$ cat config.mk
export PLATFORM = sky130hd
export DESIGN_NAME = nand_seq_alu
export DESIGN_NICKNAME = d
export VERILOG_FILES = /design/src/rtl/nand_seq_pkg.sv /design/src/rtl/nand_seq_alu_nand.sv /design/src/rtl/nand_seq_alu.sv
export SDC_FILE = /design/constraint.sdc
export NUM_CORES = 1
export LEC_CHECK = 0
export ABC_AREA = 1
export BUFFER_PORTS_ARGS = -buffer_cell sky130_fd_sc_hd__buf_2
export CAP_MARGIN = 30
export CORE_ASPECT_RATIO = 1.75
export CORE_UTILIZATION = 45
export DETAILED_ROUTE_END_ITERATION = 7
export HOLD_SLACK_MARGIN = 0.03
export PLACE_DENSITY = 0.75
export SYNTH_ARGS = -nofsm -noshare
export SYNTH_HDL_FRONTEND = slang
export SYNTH_SLANG_ARGS = --single-unit
$ cat constraint.sdc
create_clock -name clk -period 1.9 [get_ports clk]
set_clock_uncertainty 0.2 [all_clocks]
set_input_delay 0.19 -clock clk [delete_from_list [all_inputs] [get_ports clk]]
set_output_delay 0.19 -clock clk [all_outputs]
set_load 0.03 [all_outputs]
$ cat src/rtl/nand_seq_pkg.sv
// ============================================================================
//  Module   : nand_seq_pkg
//  Purpose  : Shared encodings for the bit-serial NAND logic unit: operation
//             codes, FSM states, temp-register destinations and the per-op
//             step count.
//  Revision : 1.0  initial release
// ============================================================================
`default_nettype none

package nand_seq_pkg;

  localparam logic [1:0] OP_NAND = 2'b00;
  localparam logic [1:0] OP_AND  = 2'b01;
  localparam logic [1:0] OP_OR   = 2'b10;
  localparam logic [1:0] OP_XOR  = 2'b11;

  typedef enum logic [1:0] {
    IDLE = 2'd0,
    EXEC = 2'd1,
    DONE = 2'd2
  } state_e;

  // Where the output of the shared NAND cell is written on a given step.
  typedef enum logic [1:0] {
    DST_T = 2'd0,
    DST_U = 2'd1,
    DST_V = 2'd2,
    DST_R = 2'd3
  } dst_e;

  // Number of NAND evaluations needed per result bit.
  function automatic logic [2:0] steps_for(input logic [1:0] op);
    case (op)
      OP_NAND: return 3'd1;
      OP_AND:  return 3'd2;
      OP_OR:   return 3'd3;
      default: return 3'd4;
    endcase
  endfunction

endpackage

`default_nettype wire

$ cat src/rtl/nand_seq_alu_nand.sv
// ============================================================================
//  Module   : NAND
//  Purpose  : Two-input NAND cell, the only logic gate used for computation.
//  Ports    : in1, in2 - gate inputs
//             out      - ~(in1 & in2)
//  Revision : 1.0  initial release
// ============================================================================
`default_nettype none

module NAND (
  input  logic in1,
  input  logic in2,
  output logic out
);

  assign out = ~(in1 & in2);

endmodule

`default_nettype wire

$ cat src/rtl/nand_seq_alu.sv
// ============================================================================
//  Module   : nand_seq_alu
//  Purpose  : Bit-serial NAND/AND/OR/XOR unit. A single shared NAND cell is
//             sequenced over 1..4 steps per bit, LSB first.
//  Ports    : clk    - rising-edge clock
//             rst    - asynchronous active-high reset
//             start  - request, accepted only while busy is low
//             op     - 00 NAND, 01 AND, 10 OR, 11 XOR (sampled at accept)
//             a, b   - WIDTH-bit operands (sampled at accept)
//             busy   - operation in progress
//             done   - one-cycle pulse when result is updated
//             result - last completed result
//  Revision : 1.0  initial release
// ============================================================================
`default_nettype none

module nand_seq_alu
  import nand_seq_pkg::*;
#(
  parameter int WIDTH = 8
) (
  input  logic             clk,
  input  logic             rst,
  input  logic             start,
  input  logic [1:0]       op,
  input  logic [WIDTH-1:0] a,
  input  logic [WIDTH-1:0] b,
  output logic             busy,
  output logic             done,
  output logic [WIDTH-1:0] result
);

  localparam int            BW       = $clog2(WIDTH);
  localparam logic [BW-1:0] LAST_BIT = BW'(WIDTH - 1);
  localparam logic [BW-1:0] BIT_ONE  = BW'(1);

  state_e           state_q;
  logic [WIDTH-1:0] a_q;
  logic [WIDTH-1:0] b_q;
  logic [1:0]       op_q;
  logic [1:0]       step_q;
  logic [BW-1:0]    bit_q;
  logic             t_q;
  logic             u_q;
  logic             v_q;
  logic [WIDTH-1:0] acc_q;
  logic [WIDTH-1:0] result_q;
  logic             busy_q;
  logic             done_q;

  logic             w_x;
  logic             w_y;
  logic             w_in1;
  logic             w_in2;
  logic             w_r;
  dst_e             w_dst;
  logic             w_last_step;
  logic [WIDTH-1:0] w_acc_next;

  // Operand routing into the shared cell, selected by (op, step).
  always_comb begin
    w_x   = a_q[bit_q];
    w_y   = b_q[bit_q];
    w_in1 = w_x;
    w_in2 = w_y;
    w_dst = DST_R;
    case (op_q)
      OP_NAND: begin
        w_dst = DST_R;
      end
      OP_AND: begin
        if (step_q == 2'd0) begin
          w_dst = DST_T;
        end else begin
          w_in1 = t_q;
          w_in2 = t_q;
        end
      end
      OP_OR: begin
        case (step_q)
          2'd0: begin
            w_in2 = w_x;
            w_dst = DST_T;
          end
          2'd1: begin
            w_in1 = w_y;
            w_dst = DST_U;
          end
          default: begin
            w_in1 = t_q;
            w_in2 = u_q;
          end
        endcase
      end
      default: begin
        case (step_q)
          2'd0: w_dst = DST_T;
          2'd1: begin
            w_in2 = t_q;
            w_dst = DST_U;
          end
          2'd2: begin
            w_in1 = w_y;
            w_in2 = t_q;
            w_dst = DST_V;
          end
          default: begin
            w_in1 = u_q;
            w_in2 = v_q;
          end
        endcase
      end
    endcase
  end

  NAND u_nand (
    .in1 (w_in1),
    .in2 (w_in2),
    .out (w_r)
  );

  // Result bits land at their own bit position, which is equivalent to
  // shifting them in LSB first.
  always_comb begin
    w_last_step       = ({1'b0, step_q} == (steps_for(op_q) - 3'd1));
    w_acc_next        = acc_q;
    w_acc_next[bit_q] = w_r;
  end

  always_ff @(posedge clk or posedge rst) begin
    if (rst) begin
      state_q  <= IDLE;
      a_q      <= '0;
      b_q      <= '0;
      op_q     <= OP_NAND;
      step_q   <= 2'd0;
      bit_q    <= '0;
      t_q      <= 1'b0;
      u_q      <= 1'b0;
      v_q      <= 1'b0;
      acc_q    <= '0;
      result_q <= '0;
      busy_q   <= 1'b0;
      done_q   <= 1'b0;
    end else begin
      done_q <= 1'b0;
      case (state_q)
        IDLE, DONE: begin
          if (start) begin
            a_q     <= a;
            b_q     <= b;
            op_q    <= op;
            step_q  <= 2'd0;
            bit_q   <= '0;
            acc_q   <= '0;
            busy_q  <= 1'b1;
            state_q <= EXEC;
          end else begin
            state_q <= IDLE;
          end
        end
        EXEC: begin
          case (w_dst)
            DST_T:   t_q <= w_r;
            DST_U:   u_q <= w_r;
            DST_V:   v_q <= w_r;
            default: ;
          endcase
          if (w_last_step) begin
            step_q <= 2'd0;
            acc_q  <= w_acc_next;
            if (bit_q == LAST_BIT) begin
              result_q <= w_acc_next;
              done_q   <= 1'b1;
              busy_q   <= 1'b0;
              state_q  <= DONE;
            end else begin
              bit_q <= bit_q + BIT_ONE;
            end
          end else begin
            step_q <= step_q + 2'd1;
          end
        end
        default: state_q <= IDLE;
      endcase
    end
  end

  assign busy   = busy_q;
  assign done   = done_q;
  assign result = result_q;

endmodule

`default_nettype wire

==> impl_metrics.env <==
export IMPL_globalplace_congestion=0.938
export IMPL_final_util=0.661
export IMPL_ys_ff_latch=46
export IMPL_postLayoutSetupSlackWorst_ns=-0.151
export IMPL_io_pins=31
export IMPL_finalPower_w=0.00645
export IMPL_netSwitchingFraction=0.475
export IMPL_clock_path_buffers=2
export IMPL_netlist_area_um2=2450
export IMPL_p_per_area_nw_per_um2=1860
export IMPL_p_comb_frac=0.628
export IMPL_leakage_nw=1.82
export IMPL_area_growth_synth_to_final_pct=41.7
export IMPL_synthesis_nets=344
export IMPL_setup_worst_path_end_class="register"
export IMPL_cts_buffers=5
export IMPL_cap_viol_max_count=0
export IMPL_rsz0062_at_grt="true"
export IMPL_drive_gt1_frac=0.367
export IMPL_ys_async_sr_fraction=1.00
export IMPL_finalSetupViolCount=19
export IMPL_crit_fanout=6
export IMPL_die_area_um2=5760
export IMPL_final_nets=436
export IMPL_die_x_um=57.8
export IMPL_muxShareOfSynthArea=0
export IMPL_synth_cells=316
export IMPL_core_area_um2=5260
export IMPL_synth_compound_area_frac=0.0934
export IMPL_slew_viol_final=0
export IMPL_fp_dieH_um=99.7
export IMPL_clock_fmax_ghz=0.488
export IMPL_cts_htree_levels=2
export IMPL_grt_ovfl_total=0
export IMPL_diodes=0
export IMPL_synth_xor_area_frac=0
export IMPL_grt_usage=0.253
export IMPL_route_detailed_drc=0
export IMPL_yosysWarnings=0
export IMPL_p_int_w=0.00338
export IMPL_antenna_found_initial=0
export IMPL_synth_edf_count=0
export IMPL_dp_hpwl_mm=4.16
export IMPL_cts_tree="built"
export IMPL_avgSynthCellArea_um2=7.76
export IMPL_vias=2523
export IMPL_seq_power_share=0.257
export IMPL_hp_class="register to register"
export IMPL_ir_worst_vdd_v=0.000940
export IMPL_antenna_left=0
export IMPL_drtIter0Drc=92
export IMPL_status="complete, but fails checks"
export IMPL_hold_viol=0
export IMPL_pwr_share_clk=0.115
export IMPL_crit_type="register to register"
export IMPL_grt_first_pass_wirelength_mm=11.2
export IMPL_clk_pin_slew_worst_paths_ns=0.09
export IMPL_grt_pass1_vias=2530
export IMPL_yosysUniqueCellTypes=24
export IMPL_vias_per_cell=5.44
export IMPL_dr_pass1_iters=4
export IMPL_startpoint_type="register"
export IMPL_wl_mm=6.87
export IMPL_cp_required_ns=1.95
export IMPL_synth_top_family_by_area="simple AND/OR/NAND/NOR gates"
export IMPL_grt_max_degree=47
export IMPL_synth_simple_area_share=0.323
export IMPL_synth_fa_ha_area_frac=0.0357
export IMPL_p_switching_w=0.00306
export IMPL_seq_area_frac_synth=0.469
export IMPL_num_rows=35
export IMPL_clkSinkCount=46
export IMPL_portBuffers=30
export IMPL_start_util=0.467
export IMPL_wl_per_cell_um=14.8
export IMPL_root_buffer="clkbuf_8"
export IMPL_period_share=1.08
export IMPL_insertion_delay_ns=0.31
export IMPL_max_slew_margin_rel=0.611
export IMPL_period_needed_ns=2.05
export IMPL_ys_flop_type="dfrtp_1"
export IMPL_violations="negative setup slack"
export IMPL_tightest_slew_ns=0.583
export IMPL_arrival_ns=2.10
-- power by group through the flow --
stage / Sequential (W) / Combinational (W) / Clock, W
6_report: 0.00165 / 0.00405 / 0.000741
5_1_grt: 0.00171 / 0.00438 / 0.000794
4_1_cts: 0.00164 / 0.00360 / 0.000756
3_5_place_dp: 0.00163 / 0.00307 / 0
3_3_place_gp: 0.00162 / 0.00301 / 0
2_1_floorplan: 0.00177 / 0.00194 / 0
-- layer usage --
metal	global-route usage	part of all wire	vias up
met5	0	0	-
met4	0.185	0.060	0
met3	0.0403	0.034	37
met2	0.441	0.54	82
met1	0.267	0.37	1228
li1	-	-	1176
-- placed cells by master, fill, tap and decap left out, drive strengths merged, types with 5 or more instances in the layout --
cell / netlist / layout
nand2: 106 / 107
nand3: 31 / 31
o21ai: 31 / 31
dlygate4sd3: 0 / 20
inv: 41 / 40
nor2: 25 / 25
a21oi: 10 / 10
ha: 7 / 7
or2: 9 / 9
clkbuf: 3 / 5
buf: 2 / 69
dfrtp: 46 / 46
-- critical path, cell delays in order, from the launching register on --
cell	delay [ns]
dfrtp_2	0.45
inv_4	0.09
buf_4	0.11
nand2_2	0.04
nand3_2	0.08
nand2_2	0.07
o21ai_2	0.16
nand2_1	0.10
a21oi_2	0.16
nand2_2	0.08
nand2_4	0.14
nand2_8	0.10
nand2_4	0.08
nand3_1	0.06
nand2_1	0.06
-- flip-flops by register name, summed over array words and instances (netlist names), 2 cells and up --
register	cells
a_q	8
state_q	2
acc_q	8
b_q	8
op_q	2
bit_q	3
result	8
step_q	2
-- kinds of logic after synthesis --
| kind of cell | count (synthesis) |
|---|---|
| compound gates | 42 |
| simple gates | 174 |
| buf+inv | 47 |
| flops | 46 |
| fa+ha+maj | 7 |
-- per-stage QoR --
step                      hold WS (ns)  worst slack (ns)  instance area [µm²]  instances  TNS, ns
after detailed placement         0.161            -0.195                 2830        421    -3.24
after global placement           0.158            -0.150                 2830        421    -2.55
final                            0.272            -0.151                 3470        464    -2.38
after floorplan                  0.111            0.0137                 2450        316        0
after CTS                        0.279           -0.0787                 3330        458    -1.04
after global routing             0.311            -0.263                 3470        464    -4.37
-- path summary, 6_finish.rpt --
check	startpoint	endpoint	slack, ns	cells past startpoint
hold reg to reg	busy$_DFFE_PP0P_	busy$_DFFE_PP0P_	0.27	2
setup / recovery	bit_q[0]$_DFFE_PP0P_	acc_q[4]$_DFFE_PP0P_	-0.15	14
min in group asynchronous	rst	a_q[1]$_DFFE_PP0P_	0.39	4
hold / removal	busy$_DFFE_PP0P_	busy$_DFFE_PP0P_	0.27	2
max in group asynchronous	rst	bit_q[1]$_DFFE_PP0P_	0.67	4
setup reg to reg	bit_q[0]$_DFFE_PP0P_	acc_q[4]$_DFFE_PP0P_	-0.15	14
-- cell usage after synthesis, types with 3 or more instances --
cell type,n,area share
or2_2,9,0.023
o21ai_0,29,0.059
a21oi_1,8,0.016
nand3_1,28,0.057
clkbuf_1,3,0.0046
inv_2,4,0.0061
dfrtp_1,46,0.47
ha_1,7,0.036
nand3_2,3,0.012
nor2_1,23,0.035
nand2_2,15,0.038
nand2_1,90,0.14
inv_1,37,0.057
-- layout make-up --
cell class / count / area (µm²)
fillers: 399 / 1780
multi-input cells: 224 / 1310
flip-flops and latches: 46 / 1150
repair buffers: 89 / 663
inverters: 42 / 163
clock buffers: 5 / 68.8
well taps: 55 / 68.8
clock inverters: 3 / 45.0
-- repair_timing --
| item | 4_1_cts | 5_1_grt |
|---|---|---|
| pin swaps | 14 | 11 |
| hold buffers | 20 | 0 |
| setup buffers | 7 | 6 |
| gates cloned | 2 | 0 |
| hold endpoints to repair | 65 | 0 |
| resized for setup | 36 | 21 |
| setup endpoints to repair | 20 | 25 |
Note: power is estimated with default switching activity, not from simulation.
